<file path="src/rtl/ssd_image_pkg.sv">
// ssd_image_pkg: shared state type, image RAM geometry and master indices
// for the image RAM arbiter.
package ssd_image_pkg;
   typedef enum logic [1:0] {IDLE, OWN0, OWN1} arb_state_t;
   localparam int IMG_DEPTH  = 14848;
   localparam int IMG_ADDR_W = 14;
   localparam int IMG_DATA_W = 32;
   localparam logic M0 = 1'b0;
   localparam logic M1 = 1'b1;
   function automatic int hold_w(input int max_hold);
      return $clog2(max_hold + 1);
   endfunction
endpackage

</file>
<file path="src/rtl/ssd_rr_grant.sv">
// ssd_rr_grant: two-master round-robin grant with bounded burst ownership.
// Grants are combinational; owner, hold count and priority pointer are registered.
module ssd_rr_grant
   import ssd_image_pkg::*;
#(
   parameter int MAX_HOLD = 8,
   localparam int HW = hold_w(MAX_HOLD)
) (
   input  logic clk,
   input  logic reset,
   input  logic req0,
   input  logic req1,
   output logic grant0,
   output logic grant1
);
   localparam logic [HW-1:0] MAX_H = HW'(MAX_HOLD);
   arb_state_t state;
   logic [HW-1:0] hold_cnt;
   logic rr_ptr;
   logic under, keep0, keep1;
   always_comb begin
      under  = hold_cnt < MAX_H;
      keep0  = req0 & (~req1 | under);
      keep1  = req1 & (~req0 | under);
      grant0 = state == OWN0 ? keep0 : state == OWN1 ? ~keep1 & req0 : req0 & (~req1 | rr_ptr == M0);
      grant1 = state == OWN1 ? keep1 : state == OWN0 ? ~keep0 & req1 : req1 & (~req0 | rr_ptr == M1);
   end
   // Every grant is an accept, so ownership advances on the grant itself.
   always_ff @(posedge clk or posedge reset)
      if (reset) begin
         state    <= IDLE;
         hold_cnt <= '0;
         rr_ptr   <= M0;
      end else if (!(grant0 | grant1)) begin
         state    <= IDLE;
         hold_cnt <= '0;
      end else if ((state == OWN0 && grant0) || (state == OWN1 && grant1)) begin
         hold_cnt <= hold_cnt == MAX_H ? hold_cnt : hold_cnt + HW'(1);
      end else begin
         state    <= grant1 ? OWN1 : OWN0;
         hold_cnt <= HW'(1);
         rr_ptr   <= ~grant1;
      end
endmodule

</file>
<file path="src/rtl/ssd_image_ram_arbiter.sv">
// ssd_image_ram_arbiter: shares one single-port image RAM between the Nios
// data master (m0) and the SSD pixel-fetch engine (m1).
module ssd_image_ram_arbiter
   import ssd_image_pkg::*;
#(
   parameter int ADDR_W   = IMG_ADDR_W,
   parameter int DATA_W   = IMG_DATA_W,
   parameter int DEPTH    = IMG_DEPTH,
   parameter int MAX_HOLD = 8
) (
   input  logic                clk,
   input  logic                reset,
   input  logic [ADDR_W-1:0]   m0_address,
   input  logic                m0_read,
   input  logic                m0_write,
   input  logic [DATA_W/8-1:0] m0_byteenable,
   input  logic [DATA_W-1:0]   m0_writedata,
   output logic                m0_waitrequest,
   output logic [DATA_W-1:0]   m0_readdata,
   output logic                m0_readdatavalid,
   input  logic [ADDR_W-1:0]   m1_address,
   input  logic                m1_read,
   input  logic                m1_write,
   input  logic [DATA_W/8-1:0] m1_byteenable,
   input  logic [DATA_W-1:0]   m1_writedata,
   output logic                m1_waitrequest,
   output logic [DATA_W-1:0]   m1_readdata,
   output logic                m1_readdatavalid,
   output logic [ADDR_W-1:0]   ram_address,
   output logic                ram_chipselect,
   output logic                ram_write,
   output logic                ram_debugaccess,
   output logic [DATA_W/8-1:0] ram_byteenable,
   output logic [DATA_W-1:0]   ram_writedata,
   input  logic [DATA_W-1:0]   ram_readdata,
   output logic                oor_err
);
   localparam logic [ADDR_W:0] LIMIT = (ADDR_W+1)'(DEPTH);
   logic grant0, grant1, any, wr, rd_acc, in_range;
   logic [ADDR_W-1:0] addr;
   logic [DATA_W-1:0] rd_data;
   logic rd_owner_q, rd_vld_q, rd_oor_q;

   ssd_rr_grant #(.MAX_HOLD(MAX_HOLD)) u_grant (
      .clk    (clk),
      .reset  (reset),
      .req0   (m0_read | m0_write),
      .req1   (m1_read | m1_write),
      .grant0 (grant0),
      .grant1 (grant1)
   );

   // A request with both read and write set is handled as a write.
   always_comb begin
      any              = (grant0 | grant1) & ~reset;
      wr               = grant1 ? m1_write : m0_write;
      rd_acc           = any & ~wr & (grant1 ? m1_read : m0_read);
      addr             = any ? (grant1 ? m1_address : m0_address) : '0;
      in_range         = {1'b0, addr} < LIMIT;
      ram_chipselect   = any;
      ram_address      = addr;
      ram_write        = any & wr & in_range;
      ram_debugaccess  = ram_write;
      ram_byteenable   = any ? (grant1 ? m1_byteenable : m0_byteenable) : '0;
      ram_writedata    = any ? (grant1 ? m1_writedata : m0_writedata) : '0;
      m0_waitrequest   = (m0_read | m0_write) & ~grant0;
      m1_waitrequest   = (m1_read | m1_write) & ~grant1;
      m0_readdatavalid = rd_vld_q & (rd_owner_q == M0);
      m1_readdatavalid = rd_vld_q & (rd_owner_q == M1);
      rd_data          = rd_oor_q ? '0 : ram_readdata;
      m0_readdata      = m0_readdatavalid ? rd_data : '0;
      m1_readdata      = m1_readdatavalid ? rd_data : '0;
   end

   always_ff @(posedge clk or posedge reset)
      if (reset) begin
         rd_vld_q   <= 1'b0;
         rd_owner_q <= M0;
         rd_oor_q   <= 1'b0;
         oor_err    <= 1'b0;
      end else begin
         rd_vld_q   <= rd_acc;
         rd_owner_q <= grant1;
         rd_oor_q   <= ~in_range;
         oor_err    <= oor_err | (any & ~in_range);
      end
endmodule

</file>
<file path="config.mk">
export PLATFORM = sky130hd
export DESIGN_NAME = ssd_image_ram_arbiter
export DESIGN_NICKNAME = d
export VERILOG_FILES = /design/src/rtl/ssd_image_pkg.sv /design/src/rtl/ssd_rr_grant.sv /design/src/rtl/ssd_image_ram_arbiter.sv
export SDC_FILE = /design/constraint.sdc
export NUM_CORES = 1
export LEC_CHECK = 0
export CAP_MARGIN = 40
export CORE_AREA = 2 2 100 102
export CTS_BUF_LIST = sky130_fd_sc_hd__clkbuf_4 sky130_fd_sc_hd__clkbuf_8 sky130_fd_sc_hd__clkbuf_16
export CTS_CLUSTER_DIAMETER = 100
export CTS_CLUSTER_SIZE = 24
export DETAILED_ROUTE_END_ITERATION = 8
export DIE_AREA = 0 0 102 104
export MAX_ROUTING_LAYER = met4
export PLACE_DENSITY = 0.82
export REMOVE_ABC_BUFFERS = 1
export SYNTH_ARGS = -nofsm -noshare
export SYNTH_HDL_FRONTEND = slang
export SYNTH_HIERARCHICAL = 1
export SYNTH_SLANG_ARGS = --single-unit
</file>
<file path="constraint.sdc">
create_clock -name clk -period 2.4 [get_ports clk]
set_input_delay 0.48 -clock clk [delete_from_list [all_inputs] [get_ports clk]]
set_output_delay 0.48 -clock clk [all_outputs]
set_load 0.03 [all_outputs]
</file>
==> metrics.cfg <==
[timing]
setup_viol=53
grt_setup_unrepaired=true
clock_skew_ns=0.002312
slew_viol_final=0
holdWs_ns=0.4908
hold_viol=0
fin_setup_tns_ns=-16.62
layout_min_cycle_time_ns=2.814
setup_ws_ns=-0.4143
worstMarginPinSlew_ns=0.3939
fmax_mhz=355.3
period_share=1.173
relSlewSlack=0.7374

[route]
via_count=3229
vias_per_cell=4.435
wl_per_cell_um=14.69
totalWireLength_mm=10.69
drc=0
first_pass_iters=5
ant_nets=0
drt_iter0_markers=74

[clock_tree]
hold_buffers=0
cts_buffer_depth=2
htreeDepth=1
root_buffer=clkbuf_8
cts_made_buffers=3
clkTransAtPathRegs_ns=0.05
cts.sinks=11
worstSkewPairLatency_ns=0.24
cts_tree=yes

[yosys]
ys_ff_latch=11
ys_seq_area_frac=0.1450
netlist_instances=292
synth_flop_cell=dfrtp_1
avgSynthCellArea_um2=6.500
ys.warnings.count=6
ys_types=37
synth_area_um2=1898
async_flop_share=1.000
synth-edff-count=0

[finish]
final_layout_size_suffix_gt1_frac=0.3899
seq_area_um2=276.5
utilization=0.5981
final_area_um2=5712
syn2layout_area_growth_pct=200.9
n_antenna_cell=0
stdcell_count=728
multi_input_area_um2=1826
fillCellCount=794
fin_nets=736

[worst_hold_path]
hold_start=oor_err$_DFF_PP0_
min_path_type=flip-flop to flip-flop
min_to=oor_err$_DFF_PP0_
hold_depth=1

[status]
violations=negative setup slack
status=complete, but fails checks

[floorplan]
io_pins=260
rows=36
die_h_um=104
core_area_um2=9549
fp.dieW_um=102
start_util=0.1988
die-area_um2=10610

[setup_path]
crit_type=flip-flop to output pin
reg2reg_setup_slack_ns=0.35
worstReg2RegEnd=oor_err$_DFF_PP0_
start_kind=flip-flop
worstPathRequired_ns=1.92
worstReg2RegStart=u_grant/state[0]$_DFFE_PP0P_
cp_max_fo=4
end_kind=output pin
worstPathArrival_ns=2.33
reg2reg_depth=9

[flow_run]
drv_cap=0

[global_routing]
track_usage=0.1799
grt_max_degree=34
grt_pass1_vias=3146
antenna_found_initial=0
grt_pass1_wl_mm=15.19
grt_remaining_overflow=0

[power]
powerDensity_nw_per_um2=872.0
power_leakage_nw=2.596
p_total_mw=4.981
ir_drop_mv=0.4763

[placement]
placed_cell_area_um2=4847
dp.cells=697
port_buffers=259
gp_congestion=0.9126
pre_cts_ws_ns=-0.6055
dp_hpwl_mm=8.108

-- power breakdown --
group / switching [mW] / total, mW / internal, mW
sequential: 0.0649 / 0.315 / 0.250
combinational: 2.11 / 4.47 / 2.35
clock: 0.0706 / 0.199 / 0.128
total: 2.25 / 4.98 / 2.73
-- cells in the mapped netlist (all sizes together) (3+ instances only) --
cell type / n / area share
dfrtp: 11 / 0.15
clkbuf: 12 / 0.024
a211oi: 3 / 0.014
nand2: 9 / 0.018
buf: 11 / 0.030
nand2b: 35 / 0.12
a21oi: 7 / 0.022
inv: 11 / 0.022
nor2: 117 / 0.23
nor2b: 3 / 0.0099
mux2i: 46 / 0.24
o21ai: 4 / 0.013
-- cell type report --
type	count	area share
flip-flops and latches	11	0.04841
multi-input cells	248	0.3196
inverters	11	0.008105
well taps	133	0.02913
clock buffers	4	0.008543
repair buffers	321	0.5862
-- worst max-delay path by stage --
stage | slack [ns] | startpoint | depth (start not counted) | endpoint
3_3_place_gp | -0.55 | m0_write | 8 | ram_write
4_1_cts | -0.34 | u_grant/state[0]$_DFFE_PP0P_ | 9 | ram_write
2_1_floorplan | -5.48 | m0_write | 4 | ram_address[0]
3_5_place_dp | -0.61 | m0_read | 8 | ram_write
6_report | -0.41 | u_grant/hold_cnt[3]$_DFFE_PP0P_ | 9 | ram_write
5_1_grt | -0.51 | u_grant/hold_cnt[3]$_DFFE_PP0P_ | 9 | ram_write
-- cell usage in the layout, fill, tap and decap left out, types with 3 or more instances in the layout --
cell             instances
a21oi_1                  4
clkdlybuf4s50_1        162
dlygate4sd2_1            4
mux2i_1                 17
nand2b_1                35
dfrtp_1                 10
buf_12                  20
mux2i_2                 22
a21oi_4                  3
nor2_4                   7
buf_4                   93
buf_8                    6
inv_2                    3
clkbuf_8                 3
mux2i_4                  7
nor2_2                  13
inv_1                    6
nand2_1                  7
clkbuf_16                5
nor2_1                  97
buf_6                   26
-- flip-flops by register name, summed over array words and instances, names as in the netlist --
signal and count:
rd_owner_q 1, oor_err 1, rd_vld_q 1, u_grant/rr_ptr 1
rd_oor_q 1, u_grant/hold_cnt 4, u_grant/state 2
-- kinds of logic after synthesis --
kind of cell / Yosys count / synth area share
simple gates: 172 / 0.4074
mux: 48 / 0.2564
buf+inv: 34 / 0.07581
compound gates: 23 / 0.09294
flops: 11 / 0.1450
xor+xnor: 2 / 0.009230
fa+ha+maj: 2 / 0.01318
-- metal layers --
layer / up-vias / share of wire / global-route usage / wire length (um)
met3: 15 / 0.091 / 0.03226 / 975
met5: - / 0 / - / 0
met1: 1487 / 0.35 / 0.1851 / 3709
li1: 1551 / - / - / -
met4: 0 / 0.013 / 0.03238 / 144
met2: 176 / 0.55 / 0.3501 / 5862
-- worst max-delay path: stages (launching register included) --
cell and delay [ns]:
dfrtp_1 0.41, o211ai_1 0.30, o21ai_4 0.15, a21oi_4 0.25, buf_6 0.14, nor2_4 0.03, a32o_2 0.29, o211ai_2 0.17
and3_4 0.22, buf_6 0.13
-- repair_timing --
action	4_1_cts	5_1_grt
pin swaps	17	15
setup endpoints to repair	83	57
gates resized for setup	61	76
cloned	3	4
setup buffers	12	11
Note: power is estimated with default switching activity, not from simulation.
